[src/rtl/spongent_sbox_layer.sv]
// SPONGENT sBoxLayer, iterative version.
// A STATE_WIDTH-bit word is loaded, then SBOX_PER_CYCLE nibbles are substituted
// per clock while the word is rotated right, so that after BEATS rotations every
// nibble has been replaced and is back at its original position.
module spongent_sbox_layer #(
    parameter int STATE_WIDTH    = 88,
    parameter int SBOX_PER_CYCLE = 2
) (
    input  logic                   clk,
    input  logic                   rst_n,
    input  logic                   in_valid,
    output logic                   in_ready,
    input  logic [STATE_WIDTH-1:0] in_data,
    input  logic                   in_inv,
    output logic                   out_valid,
    input  logic                   out_ready,
    output logic [STATE_WIDTH-1:0] out_data,
    output logic                   busy
);

    localparam int CHUNK = 4 * SBOX_PER_CYCLE;
    localparam int BEATS = STATE_WIDTH / CHUNK;
    localparam int CNT_W = (BEATS > 1) ? $clog2(BEATS) : 1;

    // Reject geometries where the S-boxes cannot tile the state exactly.
    generate
        if ((STATE_WIDTH % 4) != 0 || SBOX_PER_CYCLE < 1 ||
            ((STATE_WIDTH / 4) % SBOX_PER_CYCLE) != 0) begin : g_badParams
            $error("spongent_sbox_layer: SBOX_PER_CYCLE must divide STATE_WIDTH/4");
        end
    endgenerate

    typedef enum logic [1:0] {
        S_IDLE,
        S_BUSY,
        S_DONE
    } state_t;

    state_t                 r_state;
    state_t                 w_stateNext;
    logic [STATE_WIDTH-1:0] r_data;
    logic                   r_inv;
    logic [CNT_W-1:0]       r_cnt;
    logic [CHUNK-1:0]       w_sub;
    logic [STATE_WIDTH-1:0] w_rot;
    logic                   w_accept;
    logic                   w_lastBeat;

    function automatic logic [3:0] sboxFwd(input logic [3:0] x);
        case (x)
            4'h0: sboxFwd = 4'hE;
            4'h1: sboxFwd = 4'hD;
            4'h2: sboxFwd = 4'hB;
            4'h3: sboxFwd = 4'h0;
            4'h4: sboxFwd = 4'h2;
            4'h5: sboxFwd = 4'h1;
            4'h6: sboxFwd = 4'h4;
            4'h7: sboxFwd = 4'hF;
            4'h8: sboxFwd = 4'h7;
            4'h9: sboxFwd = 4'hA;
            4'hA: sboxFwd = 4'h8;
            4'hB: sboxFwd = 4'h5;
            4'hC: sboxFwd = 4'h9;
            4'hD: sboxFwd = 4'hC;
            4'hE: sboxFwd = 4'h3;
            default: sboxFwd = 4'h6;
        endcase
    endfunction

    function automatic logic [3:0] sboxInv(input logic [3:0] x);
        case (x)
            4'h0: sboxInv = 4'h3;
            4'h1: sboxInv = 4'h5;
            4'h2: sboxInv = 4'h4;
            4'h3: sboxInv = 4'hE;
            4'h4: sboxInv = 4'h6;
            4'h5: sboxInv = 4'hB;
            4'h6: sboxInv = 4'hF;
            4'h7: sboxInv = 4'h8;
            4'h8: sboxInv = 4'hA;
            4'h9: sboxInv = 4'hC;
            4'hA: sboxInv = 4'h9;
            4'hB: sboxInv = 4'h2;
            4'hC: sboxInv = 4'hD;
            4'hD: sboxInv = 4'h1;
            4'hE: sboxInv = 4'h0;
            default: sboxInv = 4'h7;
        endcase
    endfunction

    assign w_accept   = in_valid && in_ready;
    assign w_lastBeat = (r_cnt == CNT_W'(BEATS - 1));

    // Substitute the lowest CHUNK bits of the working word with the latched mode.
    always_comb begin
        w_sub = '0;
        for (int i = 0; i < SBOX_PER_CYCLE; i++) begin
            w_sub[4*i +: 4] = r_inv ? sboxInv(r_data[4*i +: 4]) : sboxFwd(r_data[4*i +: 4]);
        end
    end

    // Rotate right by one chunk, landing the fresh S-box results at the top.
    generate
        if (BEATS == 1) begin : g_rotSingle
            assign w_rot = w_sub;
        end else begin : g_rotMulti
            assign w_rot = {w_sub, r_data[STATE_WIDTH-1:CHUNK]};
        end
    endgenerate

    // State register.
    always_ff @(posedge clk) begin
        if (!rst_n) begin
            r_state <= S_IDLE;
        end else begin
            r_state <= w_stateNext;
        end
    end

    // Next-state logic; DONE hands straight over to a new word when one is waiting.
    always_comb begin
        w_stateNext = r_state;
        case (r_state)
            S_IDLE: if (in_valid) w_stateNext = S_BUSY;
            S_BUSY: if (w_lastBeat) w_stateNext = S_DONE;
            S_DONE: begin
                if (out_ready) begin
                    w_stateNext = in_valid ? S_BUSY : S_IDLE;
                end
            end
            default: w_stateNext = S_IDLE;
        endcase
    end

    // Handshake outputs decoded from the state register.
    always_comb begin
        in_ready  = 1'b0;
        out_valid = 1'b0;
        busy      = 1'b0;
        case (r_state)
            S_IDLE: in_ready = 1'b1;
            S_BUSY: busy = 1'b1;
            S_DONE: begin
                out_valid = 1'b1;
                in_ready  = out_ready;
            end
            default: in_ready = 1'b0;
        endcase
    end

    // Working word, latched mode and beat counter; the word doubles as out_data.
    always_ff @(posedge clk) begin
        if (!rst_n) begin
            r_data <= '0;
            r_inv  <= 1'b0;
            r_cnt  <= '0;
        end else if (w_accept) begin
            r_data <= in_data;
            r_inv  <= in_inv;
            r_cnt  <= '0;
        end else if (r_state == S_BUSY) begin
            r_data <= w_rot;
            r_cnt  <= w_lastBeat ? '0 : r_cnt + CNT_W'(1);
        end
    end

    assign out_data = r_data;

endmodule

[config.mk]
export PLATFORM = sky130hd
export DESIGN_NAME = spongent_sbox_layer
export DESIGN_NICKNAME = d
export VERILOG_FILES = /design/src/rtl/spongent_sbox_layer.sv
export SDC_FILE = /design/constraint.sdc
export NUM_CORES = 1
export LEC_CHECK = 0
export ABC_AREA = 1
export BUFFER_PORTS_ARGS = -buffer_cell sky130_fd_sc_hd__buf_4
export CORE_MARGIN = 2
export CORE_UTILIZATION = 50
export CTS_BUF_LIST = sky130_fd_sc_hd__clkbuf_16
export DETAILED_ROUTE_END_ITERATION = 6
export PLACE_DENSITY = 0.8
export SLEW_MARGIN = 0
export SYNTH_ARGS = -nofsm -noshare
export SYNTH_HDL_FRONTEND = slang
export SYNTH_SLANG_ARGS = --single-unit
[constraint.sdc]
create_clock -name clk -period 6.7 [get_ports clk]
set_input_delay 0.67 -clock clk [delete_from_list [all_inputs] [get_ports clk]]
set_output_delay 0.67 -clock clk [all_outputs]
set_load 0.05 [all_outputs]
**Word-level counts from Yosys, hierarchy flattened**

Memory sizes are Yosys's and may differ from the RTL's. A register that Yosys moved wholly into a read port is not among the register bits.
Cells that the tools add are included.
W data, S select, Z words.

- Register bits: 95
- Memory bits (read-only): 256
- Input bits: 93
- Memories: 4

- Add/sub/neg operators: 1
- Eq/ne operators: 6
- Multiplexer cells: 21
- Bitwise operators: 1
- Reductions and logical operators: 5

Memories:

| name | words | width | read ports | clocked after memory_dff | wr ports | line | RTL |
|---|---|---|---|---|---|---|---|
| (name not given) | 16 | 4 | 1 | 1 | 0 | 71 | `case (x)` |
| (name not given) | 16 | 4 | 1 | 1 | 0 | 50 | `case (x)` |
| (name not given) | 16 | 4 | 1 | 1 | 0 | 71 |  |
| (name not given) | 16 | 4 | 1 | 1 | 0 | 50 |  |

Operators with widths:

| operator | number |
|---|---|
| $mux W88 | 2 |
| $mux W4 | 11 |
| $mux W2 | 3 |
| $ne A2 B2 Y1 const B | 3 |
| $pmux W2 S3 | 1 |
| $add A4 B1 Y4 const B | 1 |
| $eq A4 B4 Y1 const B | 1 |
| $mux W1 | 3 |
| $reduce_and A3 Y1 | 1 |
| $eq A2 B1 Y1 const B | 1 |
| $eq A2 B2 Y1 const B | 1 |
| $logic_not A2 Y1 | 1 |
| $pmux W1 S2 | 1 |
| $reduce_bool A2 Y1 | 1 |
| $reduce_or A2 Y1 | 1 |
| $logic_and A1 B1 Y1 | 1 |
| $not A1 Y1 | 1 |

**Depth between registers and ports, before layout**

Gate-level depths: netlist (run 1).

- Depth after elaboration: 6
- Gate-level depth with buffers: 16

**Worst setup path after synthesis (run 1)**

Ideal clock, no wire load.

- Path type: input port to flip-flop
- Start point: in in_valid
- End point: reg with a tool-made name
- Library setup time: 113 ps
- Data arrival time: 2322 ps
- Required time: 6587 ps
- Slack: 4265 ps
- Stages: 15
- Buffers on the path: 1
- Cell sequence: inv_1 > nor2_4 > nand2_4 > buf_6 > nand2_1 > nand2_1 > nand2_1 > inv_1 > nor2_1 > inv_1 > ha_1 > inv_1 > nand3_1 > nand3_1 > nand2_1

RTL lines:

| item | line | RTL |
|---|---|---|
| from (decl) | 11 | `input logic in_valid,` |

==> flow_results.xml, run 1 <==
<?xml version="1.0" encoding="UTF-8"?>
<metrics>
  <group name="status">
    <metric name="status" unit="">completed</metric>
  </group>
  <group name="cts">
    <metric name="worst_skew_late_latency" unit="ns">0.35</metric>
    <metric name="ctsLongestPathBuffers" unit="">2</metric>
    <metric name="cts_inserted_buffers" unit="">9</metric>
    <metric name="htree_num_levels" unit="">3</metric>
    <metric name="cts.repair.resized" unit="">0</metric>
    <metric name="tritoncts" unit="">yes</metric>
    <metric name="cts.sink_count" unit="">111</metric>
    <metric name="postCtsSetupBuffers" unit="">0</metric>
    <metric name="cell_chosen_for_the_clock_root" unit="">clkbuf_16</metric>
    <metric name="post_cts_hold_buffer_count" unit="">0</metric>
    <metric name="path_clk_slew" unit="ns">0.08</metric>
  </group>
  <group name="sta">
    <metric name="timing.final.max_slew_violations" unit="">0</metric>
    <metric name="report.final.hold_viol_count" unit="">0</metric>
    <metric name="timing.fmax" unit="MHz">296</metric>
    <metric name="rsz0062_at_grt" unit="">no</metric>
    <metric name="max-slew-margin-rel" unit="%">41.2</metric>
    <metric name="finalClockSkew" unit="ns">0.0185</metric>
    <metric name="worst_slack" unit="ns">3.32</metric>
    <metric name="finalSetupViolCount" unit="">0</metric>
    <metric name="final.period_utilization" unit="%">50.5</metric>
    <metric name="timing.setup.tns" unit="ns">0</metric>
    <metric name="min_period" unit="ns">3.38</metric>
    <metric name="timing_worst_slew_pin_value" unit="ns">0.880</metric>
  </group>
  <group name="floorplanning">
    <metric name="placement_rows" unit="">37</metric>
    <metric name="dieArea" unit="sq um">11200</metric>
    <metric name="starting_utilization_of_the_core_area" unit="%">50.9</metric>
    <metric name="floorplan.core_area" unit="sq um">10200</metric>
    <metric name="design.portCount" unit="">184</metric>
    <metric name="die-height" unit="um">106</metric>
    <metric name="die_w" unit="um">106</metric>
  </group>
  <group name="power">
    <metric name="p_leak" unit="uW">0.00321</metric>
    <metric name="power.switching_fraction" unit="%">35.2</metric>
    <metric name="share_comb_of_total_power" unit="%">26.8</metric>
    <metric name="intPower" unit="uW">1180</metric>
    <metric name="totalPowerFinal" unit="uW">1820</metric>
    <metric name="powerDensity" unit="nW/um^2">266</metric>
    <metric name="seq_power_share" unit="%">42.2</metric>
    <metric name="clkPwrFrac" unit="%">31.0</metric>
    <metric name="ir_drop" unit="mV">0.161</metric>
    <metric name="p_sw" unit="uW">642</metric>
  </group>
  <group name="routing">
    <metric name="route.detailed.vias_per_inst" unit="">5.33</metric>
    <metric name="drc_violations_left" unit="">0</metric>
    <metric name="vias" unit="">5463</metric>
    <metric name="drt_first_pass_iters" unit="">5</metric>
    <metric name="detail-route-antenna-nets" unit="">0</metric>
    <metric name="detail_route.iter0.violations" unit="">424</metric>
    <metric name="final_routed_wire_length_divided_by_cell_count" unit="um">15.0</metric>
    <metric name="routed_wirelength" unit="mm">15.4</metric>
  </group>
  <group name="critical_path">
    <metric name="setup.worst_path.class" unit="">reg -&gt; reg</metric>
    <metric name="cp-end-kind" unit="">register</metric>
    <metric name="cp.arrival" unit="ns">3.63</metric>
    <metric name="path_buf_inv" unit="">5</metric>
    <metric name="cp_cell_sequence" unit="">inv_2 -&gt; nor2_4 -&gt; buf_4 -&gt; nand2_1 -&gt; nand2_1 -&gt; nand2_1 -&gt; nand2_1 -&gt; inv_1 -&gt; nor2_1 -&gt; inv_1 -&gt; ha_1 -&gt; inv_1 -&gt; nand3_1 -&gt; nand3_1 -&gt; nand2_1</metric>
    <metric name="worst_path_max_delay_cell" unit="">nor2_4</metric>
    <metric name="critical-path-top-cell-by-count" unit="">nand2_1</metric>
    <metric name="critical_path.max_stage_delay" unit="ns">0.67</metric>
    <metric name="start_kind" unit="">register</metric>
    <metric name="required_time_of_the_worst_setup_path" unit="ns">6.95</metric>
    <metric name="critPathTopFamily" unit="">simple AND/OR/NAND/NOR gates</metric>
    <metric name="worstPathMaxFanout" unit="">42</metric>
  </group>
  <group name="yosys">
    <metric name="post_synth_num_cell_types" unit="">28</metric>
    <metric name="synth.yosys.seq_area_share" unit="%">42.7</metric>
    <metric name="post_synth.cell_area_avg" unit="sq um">7.17</metric>
    <metric name="synth_nets" unit="">833</metric>
    <metric name="ys_ff_latch" unit="">111</metric>
    <metric name="yosys_warnings" unit="">0</metric>
    <metric name="synthesis.area" unit="sq um">5200</metric>
    <metric name="post_synth_inst_count" unit="">726</metric>
  </group>
  <group name="layout">
    <metric name="instances_no_fill" unit="">1024</metric>
    <metric name="synth_to_layout_area_growth" unit="%">31.5</metric>
    <metric name="antennaDiodeCount" unit="">0</metric>
    <metric name="final_layout_size_suffix_gt1_share" unit="%">26.6</metric>
    <metric name="layout.nets" unit="">990</metric>
    <metric name="finish.utilization" unit="%">66.9</metric>
  </group>
  <group name="global_routing">
    <metric name="grt_pass1_wl" unit="mm">24.6</metric>
    <metric name="grt_util_all_layers" unit="%">26.9</metric>
    <metric name="first_global_vias" unit="">5098</metric>
    <metric name="pin_count_of_the_biggest_net_entering_global_routing" unit="">79</metric>
    <metric name="overflow" unit="">0</metric>
    <metric name="grt_antenna_before_repair" unit="">0</metric>
  </group>
  <group name="run">
    <metric name="cap_viol_max_count" unit="">0</metric>
  </group>
  <group name="min_path">
    <metric name="hp-class" unit="">reg -&gt; reg</metric>
  </group>
  <group name="place">
    <metric name="preCtsSetupSlack" unit="ns">3.36</metric>
    <metric name="placement.io_buffers" unit="">183</metric>
    <metric name="numPlacedInstances" unit="">1008</metric>
    <metric name="dp_hpwl" unit="mm">11.0</metric>
    <metric name="gpl.final_weighted_congestion" unit="">0.893</metric>
  </group>
</metrics>
-- layout make-up --
type,count,area (sq um)
Clock buffer,9,225
Inverter,41,159
Timing Repair Buffer,187,1400
Multi-Input combinational cell,533,2580
Fill cell,893,3390
Clock inverter,7,86.3
Sequential cell,111,2220
Tap cell,136,170
-- cell usage in the layout, fill, tap and decap left out, drive strengths merged --
| cell type | netlist | routed |
|---|---|---|
| nand2 | 353 | 353 |
| buf | 32 | 187 |
| dfxtp | 111 | 111 |
| a31oi | 72 | 72 |
| nand3 | 47 | 47 |
| inv | 38 | 44 |
| nor2 | 17 | 17 |
| ha | 14 | 14 |
| o21ai | 11 | 11 |
| clkbuf | 9 | 9 |
| mux2i | 8 | 8 |
| nand3b | 4 | 4 |
| a21oi | 3 | 3 |
| clkinv | 3 | 3 |
| nor3 | 2 | 2 |
| nand4 | 1 | 1 |
| o22ai | 1 | 1 |
| bufinv | 0 | 1 |
-- per-layer routing --
metal  global-route usage, %  vias up  part of all wire, %
li1                        -     2661                    -
met5                       0        -                    0
met2                    47.0      226                   50
met3                    6.07       37                  7.2
met1                    33.8     2539                   41
met4                    6.39        0                  2.2
-- cells by family (layout without fill, tap and decap cells) --
family	after synthesis	after routing	share of synthesized area [%]
AND/OR/NAND/NOR	424	424	34.5
flip-flops	111	111	42.7
AO/OA/AOI/OAI	87	87	10.1
buffers and inverters	82	244	7.74
adder cells (fa/ha/maj)	14	14	3.37
multiplexers	8	8	1.54
-- path summary, 6_finish.rpt --
| check | startpoint | endpoint | slack (ns) | cells past startpoint |
|---|---|---|---|---|
| hold / removal | out_data[63] | out_data[55] | 0.50 | 2 |
| hold reg to reg | out_data[63] | out_data[55] | 0.50 | 2 |
| setup / recovery | r_state[0] | register | 3.32 | 15 |
| setup reg to reg | r_state[0] | register | 3.32 | 15 |
-- power by group through the flow --
| stage | logic, uW | registers [uW] | clock network, uW |
|---|---|---|---|
| global placement | 478 | 782 | 0 |
| CTS | 489 | 768 | 571 |
| floorplan | 200 | 914 | 0 |
| finish | 488 | 769 | 566 |
| global route | 525 | 776 | 602 |
| detailed placement | 486 | 783 | 0 |
-- per-stage QoR --
step                      hold slack [ns]  instance area [sq um]
after CTS                           0.498                   6850
after floorplan                     0.466                   5200
after global routing                0.516                   6850
final                               0.496                   6850
after detailed placement            0.487                   6530
after global placement              0.470                   6530
-- synth_stat cells, drive strengths merged --
cell type,count,area [sq um]
nand4,1,6.26
nor2,17,86.3
o22ai,1,6.26
o21ai,11,55.1
nand2,353,1410
a31oi,72,450
ha,14,175
nand3b,4,30.0
a21oi,3,15.0
dfxtp,111,2220
nand3,47,250
clkbuf,9,33.8
nor3,2,10.0
buf,32,210
mux2i,8,80.1
inv,38,148
clkinv,3,11.3
-- worst register-to-register path: stages (launching register included) --
cell and delay [ns]:
dfxtp_1 0.45, inv_2 0.09, nor2_4 0.67, buf_4 0.52, nand2_1 0.14, nand2_1 0.10, nand2_1 0.05, nand2_1 0.10
inv_1 0.06, nor2_1 0.23, inv_1 0.14, ha_1 0.34, inv_1 0.08, nand3_1 0.11, nand3_1 0.14, nand2_1 0.06
No activity file was read; power rests on OpenSTA's default activity.
==> run 2, diff against run 1 <==
--- a/config.mk
+++ b/config.mk
@@ -8,10 +8,10 @@
 export ABC_AREA = 1
 export BUFFER_PORTS_ARGS = -buffer_cell sky130_fd_sc_hd__buf_4
 export CORE_MARGIN = 2
-export CORE_UTILIZATION = 50
+export CORE_UTILIZATION = 45
 export CTS_BUF_LIST = sky130_fd_sc_hd__clkbuf_16
 export DETAILED_ROUTE_END_ITERATION = 6
-export PLACE_DENSITY = 0.8
+export PLACE_DENSITY = 0.76
 export SLEW_MARGIN = 0
 export SYNTH_ARGS = -nofsm -noshare
 export SYNTH_HDL_FRONTEND = slang
==> constraint.sdc (replaced) <==
create_clock -name clk -period 3.1 [get_ports clk]
set_input_delay 0.31 -clock clk [delete_from_list [all_inputs] [get_ports clk]]
set_output_delay 0.31 -clock clk [all_outputs]
set_load 0.05 [all_outputs]
==> run 2 against run 1 <==
Compared with the run above: total power rose by 110%; final area up 0.37%; cell count rose by 0.98%; utilization is 6.5 points lower; critical path type is now reg -> out.
==> flow_results.xml, run 2 (synthesis gave the netlist of run 1 again) <==
<?xml version="1.0" encoding="UTF-8"?>
<metrics>
  <group name="place">
    <metric name="dp_hpwl" unit="mm">10.8</metric>
    <metric name="detailed_place.area" unit="sq um">6580</metric>
    <metric name="gpl.final_weighted_congestion" unit="">0.903</metric>
    <metric name="placement.io_buffers" unit="">183</metric>
  </group>
  <group name="layout">
    <metric name="num-fill-cells" unit="">1127</metric>
    <metric name="layout.nets" unit="">993</metric>
    <metric name="final_layout_size_suffix_gt1_share" unit="%">26.7</metric>
    <metric name="register_area" unit="sq um">2220</metric>
    <metric name="multi_input_comb_area" unit="sq um">2580</metric>
    <metric name="mostFrequentLayoutCell" unit="">nand2_1</metric>
    <metric name="layout.cell_area.non_filler" unit="sq um">6870</metric>
    <metric name="synth_to_layout_area_growth" unit="%">32.0</metric>
    <metric name="antennaDiodeCount" unit="">0</metric>
    <metric name="highest_count_cells_in_the_layout_ignoring_fill_and_taps" unit="">nand2_1, buf_4, dfxtp_1, a31oi_1, nand3_1</metric>
  </group>
  <group name="floorplanning">
    <metric name="die_w" unit="um">112</metric>
    <metric name="die-height" unit="um">112</metric>
    <metric name="floorplan.core_area" unit="sq um">11400</metric>
    <metric name="dieArea" unit="sq um">12400</metric>
    <metric name="starting_utilization_of_the_core_area" unit="%">45.8</metric>
    <metric name="design.portCount" unit="">184</metric>
    <metric name="placement_rows" unit="">39</metric>
  </group>
  <group name="global_routing">
    <metric name="grt_pass1_wl" unit="mm">24.4</metric>
    <metric name="first_global_vias" unit="">4853</metric>
    <metric name="overflow" unit="">0</metric>
    <metric name="grt_util_all_layers" unit="%">23.8</metric>
    <metric name="pin_count_of_the_biggest_net_entering_global_routing" unit="">79</metric>
    <metric name="grt_antenna_before_repair" unit="">0</metric>
  </group>
  <group name="critical_path">
    <metric name="setup.worst_path.class" unit="">reg -&gt; out</metric>
    <metric name="timing.critical_path.from" unit="">r_state[0]</metric>
    <metric name="regToRegStartpoint" unit="">r_state[0]</metric>
    <metric name="r2r_slack" unit="ns">0.78</metric>
    <metric name="cp.arrival" unit="ns">2.02</metric>
    <metric name="cp-end-kind" unit="">output port</metric>
    <metric name="worst-r2r-cell-count" unit="">13</metric>
    <metric name="required_time_of_the_worst_setup_path" unit="ns">2.79</metric>
    <metric name="worstPathMaxFanout" unit="">78</metric>
    <metric name="start_kind" unit="">register</metric>
    <metric name="crit_path_end" unit="">busy</metric>
  </group>
  <group name="routing">
    <metric name="detail-route-antenna-nets" unit="">0</metric>
    <metric name="drt_first_pass_iters" unit="">5</metric>
    <metric name="drc_violations_left" unit="">0</metric>
    <metric name="detail_route.iter0.violations" unit="">560</metric>
    <metric name="route.detailed.vias_per_inst" unit="">5.12</metric>
    <metric name="final_routed_wire_length_divided_by_cell_count" unit="um">14.7</metric>
    <metric name="routed_wirelength" unit="mm">15.2</metric>
    <metric name="vias" unit="">5291</metric>
  </group>
  <group name="sta">
    <metric name="timing.final.max_slew_violations" unit="">0</metric>
    <metric name="min_period" unit="ns">2.33</metric>
    <metric name="report.final.hold_viol_count" unit="">0</metric>
    <metric name="finalSetupViolCount" unit="">0</metric>
    <metric name="timing_worst_slew_pin_value" unit="ns">0.806</metric>
    <metric name="rsz0062_at_grt" unit="">no</metric>
    <metric name="max-slew-margin-rel" unit="%">46.3</metric>
    <metric name="timing.fmax" unit="MHz">430</metric>
    <metric name="finalClockSkew" unit="ns">0.0115</metric>
    <metric name="final.period_utilization" unit="%">75.0</metric>
    <metric name="timing.setup.tns" unit="ns">0</metric>
  </group>
  <group name="cts">
    <metric name="post_cts_hold_buffer_count" unit="">0</metric>
    <metric name="worst_skew_late_latency" unit="ns">0.35</metric>
    <metric name="cts.repair.resized" unit="">0</metric>
    <metric name="postCtsSetupBuffers" unit="">0</metric>
    <metric name="cts.sink_count" unit="">111</metric>
    <metric name="htree_num_levels" unit="">3</metric>
    <metric name="cell_chosen_for_the_clock_root" unit="">clkbuf_16</metric>
    <metric name="path_clk_slew" unit="ns">0.07</metric>
    <metric name="cts_inserted_buffers" unit="">9</metric>
    <metric name="tritoncts" unit="">yes</metric>
    <metric name="ctsLongestPathBuffers" unit="">2</metric>
  </group>
  <group name="power">
    <metric name="p_leak" unit="uW">0.00321</metric>
    <metric name="intPower" unit="uW">2470</metric>
    <metric name="p_sw" unit="uW">1370</metric>
    <metric name="clkPwrFrac" unit="%">29.3</metric>
    <metric name="powerDensity" unit="nW/um^2">560</metric>
    <metric name="share_comb_of_total_power" unit="%">27.5</metric>
    <metric name="seq_power_share" unit="%">43.3</metric>
    <metric name="power.switching_fraction" unit="%">35.7</metric>
    <metric name="ir_drop" unit="mV">0.344</metric>
  </group>
  <group name="status">
    <metric name="status" unit="">completed</metric>
  </group>
  <group name="min_path">
    <metric name="hp-class" unit="">in -&gt; reg</metric>
  </group>
  <group name="run">
    <metric name="cap_viol_max_count" unit="">0</metric>
  </group>
</metrics>
[run 2: worst min path at each step]
stage | startpoint | endpoint | slack [ns] | cells after the start
3_3_place_gp | register | out_data[82] | 0.48 | 2
2_1_floorplan | register | out_data[80] | 0.47 | 2
4_1_cts | in_inv | r_inv | 0.22 | 3
3_5_place_dp | out_data[58] | out_data[58] | 0.48 | 2
6_report | in_inv | r_inv | 0.23 | 3
5_1_grt | in_data[55] | out_data[55] | 0.23 | 3
[run 2: final cells by class]
class / instances / share of cell area (%)
repair buffers: 190 / 20.9
inverters: 41 / 2.31
clock inverters: 7 / 0.983
multi-input cells: 533 / 37.5
flip-flops and latches: 111 / 32.3
clock buffers: 9 / 3.28
well taps: 143 / 2.60
[run 2: per-stage QoR]
stage          setup slack (ns)  hold slack [ns]  total power, uW  utilization, %  cells
2_1_floorplan             0.992            0.466             2410               -    726
3_3_place_gp              0.859            0.478             2740            57.9   1018
4_1_cts                   0.790            0.221             3870            60.4   1034
5_1_grt                   0.467            0.231             4030            60.4   1034
6_report                  0.774            0.234             3850            60.4   1034
3_5_place_dp              0.772            0.483             2750            57.9   1018
[run 2: power groups by stage]
stage | Clock, uW | Combinational (uW) | Sequential, uW
after floorplan | 0 | 431 | 1980
after global placement | 0 | 1050 | 1690
after detailed placement | 0 | 1050 | 1690
after CTS | 1150 | 1060 | 1660
after global routing | 1210 | 1140 | 1680
final | 1130 | 1060 | 1660
[run 2: per-layer routing]
metal / up-vias / GRT usage, % / part of all wire (%)
li1: 2664 / - / -
met1: 2401 / 31.5 / 43
met2: 207 / 40.2 / 49
met3: 19 / 4.79 / 6.7
met4: 0 / 6.17 / 1.6
met5: - / 0 / 0
[run 2: worst max-delay path, cell delays in order, from the launching register on]
cell and delay, ns:
dfxtp_1 0.44, inv_2 0.08, nor2_4 0.14, buf_4 0.65, buf_4 0.33
==> run 3, diff against run 2 <==
--- a/config.mk
+++ b/config.mk
@@ -5,13 +5,13 @@
 export SDC_FILE = /design/constraint.sdc
 export NUM_CORES = 1
 export LEC_CHECK = 0
-export ABC_AREA = 1
+export ABC_AREA = 0
 export BUFFER_PORTS_ARGS = -buffer_cell sky130_fd_sc_hd__buf_4
 export CORE_MARGIN = 2
 export CORE_UTILIZATION = 45
 export CTS_BUF_LIST = sky130_fd_sc_hd__clkbuf_16
 export DETAILED_ROUTE_END_ITERATION = 6
-export PLACE_DENSITY = 0.76
+export PLACE_DENSITY = 0.77
 export SLEW_MARGIN = 0
 export SYNTH_ARGS = -nofsm -noshare
 export SYNTH_HDL_FRONTEND = slang
==> constraint.sdc (replaced) <==
create_clock -name clk -period 1.88 [get_ports clk]
set_input_delay 0.188 -clock clk [delete_from_list [all_inputs] [get_ports clk]]
set_output_delay 0.188 -clock clk [all_outputs]
set_load 0.05 [all_outputs]
==> run 3 against run 2 <==
Compared with the run above: the run now ends with setup timing left; clock skew about the same; flip-flop and latch count unchanged; routed wire length rose by 6.9%; final area increased by 4.5%; register-to-register slack worse by 0.94 ns; hold slack got worse by 0.15 ns; synthesized area fell by 5.0%; die area shrank 4.8%; non-clock buffer count is 35 higher; combinational power increased by 93%; cell count shrank 13%; sequential share of layout area decreased by 1.3 points; critical path type is now reg -> reg; largest cell class unchanged.
==> flow_results.xml, run 3 <==
<?xml version="1.0" encoding="UTF-8"?>
<metrics>
  <group name="sta">
    <metric name="finalSetupViolCount" unit="">12</metric>
    <metric name="min_period" unit="ns">2.04</metric>
    <metric name="timing.final.max_slew_violations" unit="">0</metric>
    <metric name="final.period_utilization" unit="%">109</metric>
    <metric name="timing.fmax" unit="MHz">490</metric>
    <metric name="report.final.hold_viol_count" unit="">0</metric>
    <metric name="timing_worst_slew_pin_value" unit="ns">0.602</metric>
    <metric name="max-slew-margin-rel" unit="%">59.9</metric>
    <metric name="rsz0062_at_grt" unit="">yes</metric>
    <metric name="worst_slack" unit="ns">-0.160</metric>
    <metric name="finalClockSkew" unit="ns">0.0113</metric>
  </group>
  <group name="power">
    <metric name="ir_drop" unit="mV">0.428</metric>
    <metric name="seq_power_share" unit="%">41.3</metric>
    <metric name="powerDensity" unit="nW/um^2">928</metric>
    <metric name="share_comb_of_total_power" unit="%">30.8</metric>
    <metric name="p_leak" unit="uW">0.00312</metric>
    <metric name="intPower" unit="uW">4290</metric>
    <metric name="power.switching_fraction" unit="%">35.6</metric>
    <metric name="clkPwrFrac" unit="%">28.0</metric>
    <metric name="p_sw" unit="uW">2370</metric>
  </group>
  <group name="routing">
    <metric name="detail_route.iter0.violations" unit="">664</metric>
    <metric name="final_routed_wire_length_divided_by_cell_count" unit="um">18.1</metric>
    <metric name="vias" unit="">5296</metric>
    <metric name="routed_wirelength" unit="mm">16.3</metric>
    <metric name="drc_violations_left" unit="">0</metric>
    <metric name="drt_first_pass_iters" unit="">7</metric>
    <metric name="detail-route-antenna-nets" unit="">0</metric>
    <metric name="route.detailed.vias_per_inst" unit="">5.90</metric>
  </group>
  <group name="layout">
    <metric name="layout.nets" unit="">859</metric>
    <metric name="highest_count_cells_in_the_layout_ignoring_fill_and_taps" unit="">buf_4, dfxtp_1, nor2_1, nand2_1, a222oi_1</metric>
    <metric name="synth_to_layout_area_growth" unit="%">45.2</metric>
    <metric name="multi_input_comb_area" unit="sq um">2670</metric>
    <metric name="final_layout_size_suffix_gt1_share" unit="%">39.5</metric>
    <metric name="num-fill-cells" unit="">881</metric>
    <metric name="finish.utilization" unit="%">66.5</metric>
    <metric name="mostFrequentLayoutCell" unit="">buf_4</metric>
    <metric name="antennaDiodeCount" unit="">0</metric>
    <metric name="layout.cell_area.non_filler" unit="sq um">7180</metric>
    <metric name="register_area" unit="sq um">2230</metric>
  </group>
  <group name="global_routing">
    <metric name="pin_count_of_the_biggest_net_entering_global_routing" unit="">87</metric>
    <metric name="grt_pass1_wl" unit="mm">24.9</metric>
    <metric name="grt_util_all_layers" unit="%">26.6</metric>
    <metric name="grt_antenna_before_repair" unit="">0</metric>
    <metric name="first_global_vias" unit="">4940</metric>
    <metric name="overflow" unit="">0</metric>
  </group>
  <group name="run">
    <metric name="cap_viol_max_count" unit="">0</metric>
  </group>
  <group name="yosys">
    <metric name="synth.top_cells.by_area" unit="">dfxtp_1, a222oi_1, nor2_1</metric>
    <metric name="post_synth_num_cell_types" unit="">49</metric>
    <metric name="ys_ff_latch" unit="">111</metric>
    <metric name="synth.yosys.seq_area_share" unit="%">44.9</metric>
    <metric name="synth_nets" unit="">673</metric>
    <metric name="synth_top_area_share" unit="%">44.9</metric>
    <metric name="ys_async_sr_fraction" unit="%">0</metric>
    <metric name="yosys_warnings" unit="">0</metric>
    <metric name="dominant_synthesized_flop_cell" unit="">dfxtp_1</metric>
    <metric name="synth-edff-count" unit="">0</metric>
    <metric name="synth.largest_area_cell" unit="">dfxtp_1</metric>
    <metric name="synthMostInstantiatedCell" unit="">dfxtp_1</metric>
    <metric name="synth_common_cells" unit="">dfxtp_1, nor2_1, nand2_1</metric>
    <metric name="post_synth_inst_count" unit="">566</metric>
    <metric name="post_synth.cell_area_avg" unit="sq um">8.74</metric>
    <metric name="synthesis.area" unit="sq um">4950</metric>
  </group>
  <group name="critical_path">
    <metric name="start_kind" unit="">register</metric>
    <metric name="cp.arrival" unit="ns">2.26</metric>
    <metric name="critical-path-top-cell-by-count" unit="">a21oi_1</metric>
    <metric name="path_buf_inv" unit="">2</metric>
    <metric name="worstPathMaxFanout" unit="">6</metric>
    <metric name="setup.worst_path.class" unit="">reg -&gt; reg</metric>
    <metric name="critical_path.max_stage_delay" unit="ns">0.38</metric>
    <metric name="cp_cell_sequence" unit="">buf_6 -&gt; nand3b_1 -&gt; a21oi_1 -&gt; a211o_1 -&gt; and2_4 -&gt; inv_4 -&gt; ha_1 -&gt; and2_1 -&gt; o31ai_2 -&gt; a21oi_1</metric>
    <metric name="critPathTopFamily" unit="">compound AO/OA/AOI/OAI gates</metric>
    <metric name="worst-r2r-cell-count" unit="">10</metric>
    <metric name="required_time_of_the_worst_setup_path" unit="ns">2.10</metric>
    <metric name="path_depth" unit="">10</metric>
    <metric name="worst_path_max_delay_cell" unit="">dfxtp_4</metric>
    <metric name="regToRegStartpoint" unit="">r_state[0]</metric>
    <metric name="cp-end-kind" unit="">register</metric>
    <metric name="r2r_slack" unit="ns">-0.16</metric>
  </group>
  <group name="floorplanning">
    <metric name="starting_utilization_of_the_core_area" unit="%">45.8</metric>
    <metric name="die-height" unit="um">109</metric>
    <metric name="design.portCount" unit="">184</metric>
    <metric name="die_w" unit="um">109</metric>
    <metric name="dieArea" unit="sq um">11800</metric>
    <metric name="floorplan.core_area" unit="sq um">10800</metric>
    <metric name="placement_rows" unit="">38</metric>
  </group>
  <group name="place">
    <metric name="dp_hpwl" unit="mm">11.4</metric>
    <metric name="detailed_place.area" unit="sq um">6710</metric>
    <metric name="preCtsSetupSlack" unit="ns">-0.135</metric>
    <metric name="gpl.final_weighted_congestion" unit="">0.920</metric>
    <metric name="placement.io_buffers" unit="">183</metric>
  </group>
  <group name="cts">
    <metric name="cell_chosen_for_the_clock_root" unit="">clkbuf_16</metric>
    <metric name="ctsLongestPathBuffers" unit="">2</metric>
    <metric name="worst_skew_late_latency" unit="ns">0.35</metric>
    <metric name="path_clk_slew" unit="ns">0.08</metric>
    <metric name="post_cts_hold_buffer_count" unit="">0</metric>
    <metric name="tritoncts" unit="">yes</metric>
    <metric name="cts_inserted_buffers" unit="">9</metric>
    <metric name="cts.sink_count" unit="">111</metric>
    <metric name="htree_num_levels" unit="">3</metric>
  </group>
  <group name="min_path">
    <metric name="min_delay_path_depth" unit="">3</metric>
    <metric name="timing.hold.worst_endpoint" unit="">out_data[84]</metric>
    <metric name="hp-class" unit="">in -&gt; reg</metric>
    <metric name="hold_path_startpoint" unit="">in_data[84]</metric>
  </group>
  <group name="status">
    <metric name="violations" unit="">setup timing</metric>
    <metric name="status" unit="">finished, violations left</metric>
  </group>
</metrics>
-- run 3: cell types whose count changed after synthesis, moves of 16 or more --
cell / change
inv_1: -21
a21oi_1: +26
a222oi_1: +56
nand2_1: -261
a311oi_1: +16
clkbuf_1: +17
nand3_1: -39
nor2_1: +86
a31oi_1: -69
-- run 3: area by class of cell --
class / count / area share (%)
Clock inverter: 7 / 0.941
Clock buffer: 9 / 3.14
Tap cell: 140 / 2.44
Inverter: 14 / 0.802
Timing Repair Buffer: 225 / 24.5
Sequential cell: 111 / 31.0
Multi-Input combinational cell: 391 / 37.2
-- run 3: per-stage QoR --
stage / std cells / setup TNS [ns] / power, uW / hold slack (ns)
3_5_place_dp: 876 / -0.919 / 4750 / 0.449
4_1_cts: 893 / -0.558 / 6610 / 0.0779
3_3_place_gp: 876 / -0.155 / 4710 / 0.440
6_report: 897 / -0.830 / 6660 / 0.0870
5_1_grt: 897 / -1.74 / 6930 / 0.0931
2_1_floorplan: 566 / -2.18 / 4040 / 0.324
-- run 3: logic make-up (layout without fill, tap and decap cells) --
| logic type | after synthesis | count (layout) | synth area share, % |
|---|---|---|---|
| XOR/XNOR | 3 | 3 | 0.531 |
| adder cells (fa/ha/maj) | 14 | 14 | 3.54 |
| AO/OA/AOI/OAI | 153 | 153 | 25.4 |
| flip-flops | 111 | 111 | 44.9 |
| AND/OR/NAND/NOR | 207 | 207 | 17.1 |
| multiplexers | 14 | 14 | 2.99 |
| buffers and inverters | 64 | 255 | 5.46 |
-- run 3: what timing repair did --
item / CTS / global route
endpoints found under the setup margin: 15 / 18
gates resized for setup: 14 / 25
setup buffers: 1 / 4
pin swaps: 12 / 12
gates cloned: 0 / 0
-- run 3: worst max path at each step --
stage	start	end	slack, ns
after detailed placement	r_state[0]	register	-0.13
after global routing	r_state[0]	register	-0.27
after floorplan	r_state[0]	register	-0.26
final	r_state[0]	register	-0.16
after global placement	r_state[0]	register	-0.04
after CTS	r_state[0]	register	-0.12
-- run 3: layer usage --
metal  share of wire (%)  GRT usage, %  vias up
met1                  40          33.6     2549
met4                 2.5          10.9        0
met3                 7.5          4.78       31
met5                   0             0        -
li1                    -             -     2469
met2                  50          44.6      247
-- run 3: power groups by stage --
stage	combinational [uW]	sequential, uW	clock [uW]
5_1_grt	2190	2770	1970
4_1_cts	1980	2750	1880
6_report	2050	2750	1870
3_5_place_dp	1950	2800	0
3_3_place_gp	1920	2800	0
2_1_floorplan	793	3250	0
-- run 3: worst min-delay path: stages --
cell     delay (ns)
buf_4          0.10
nand2_1        0.04
a21oi_1        0.05
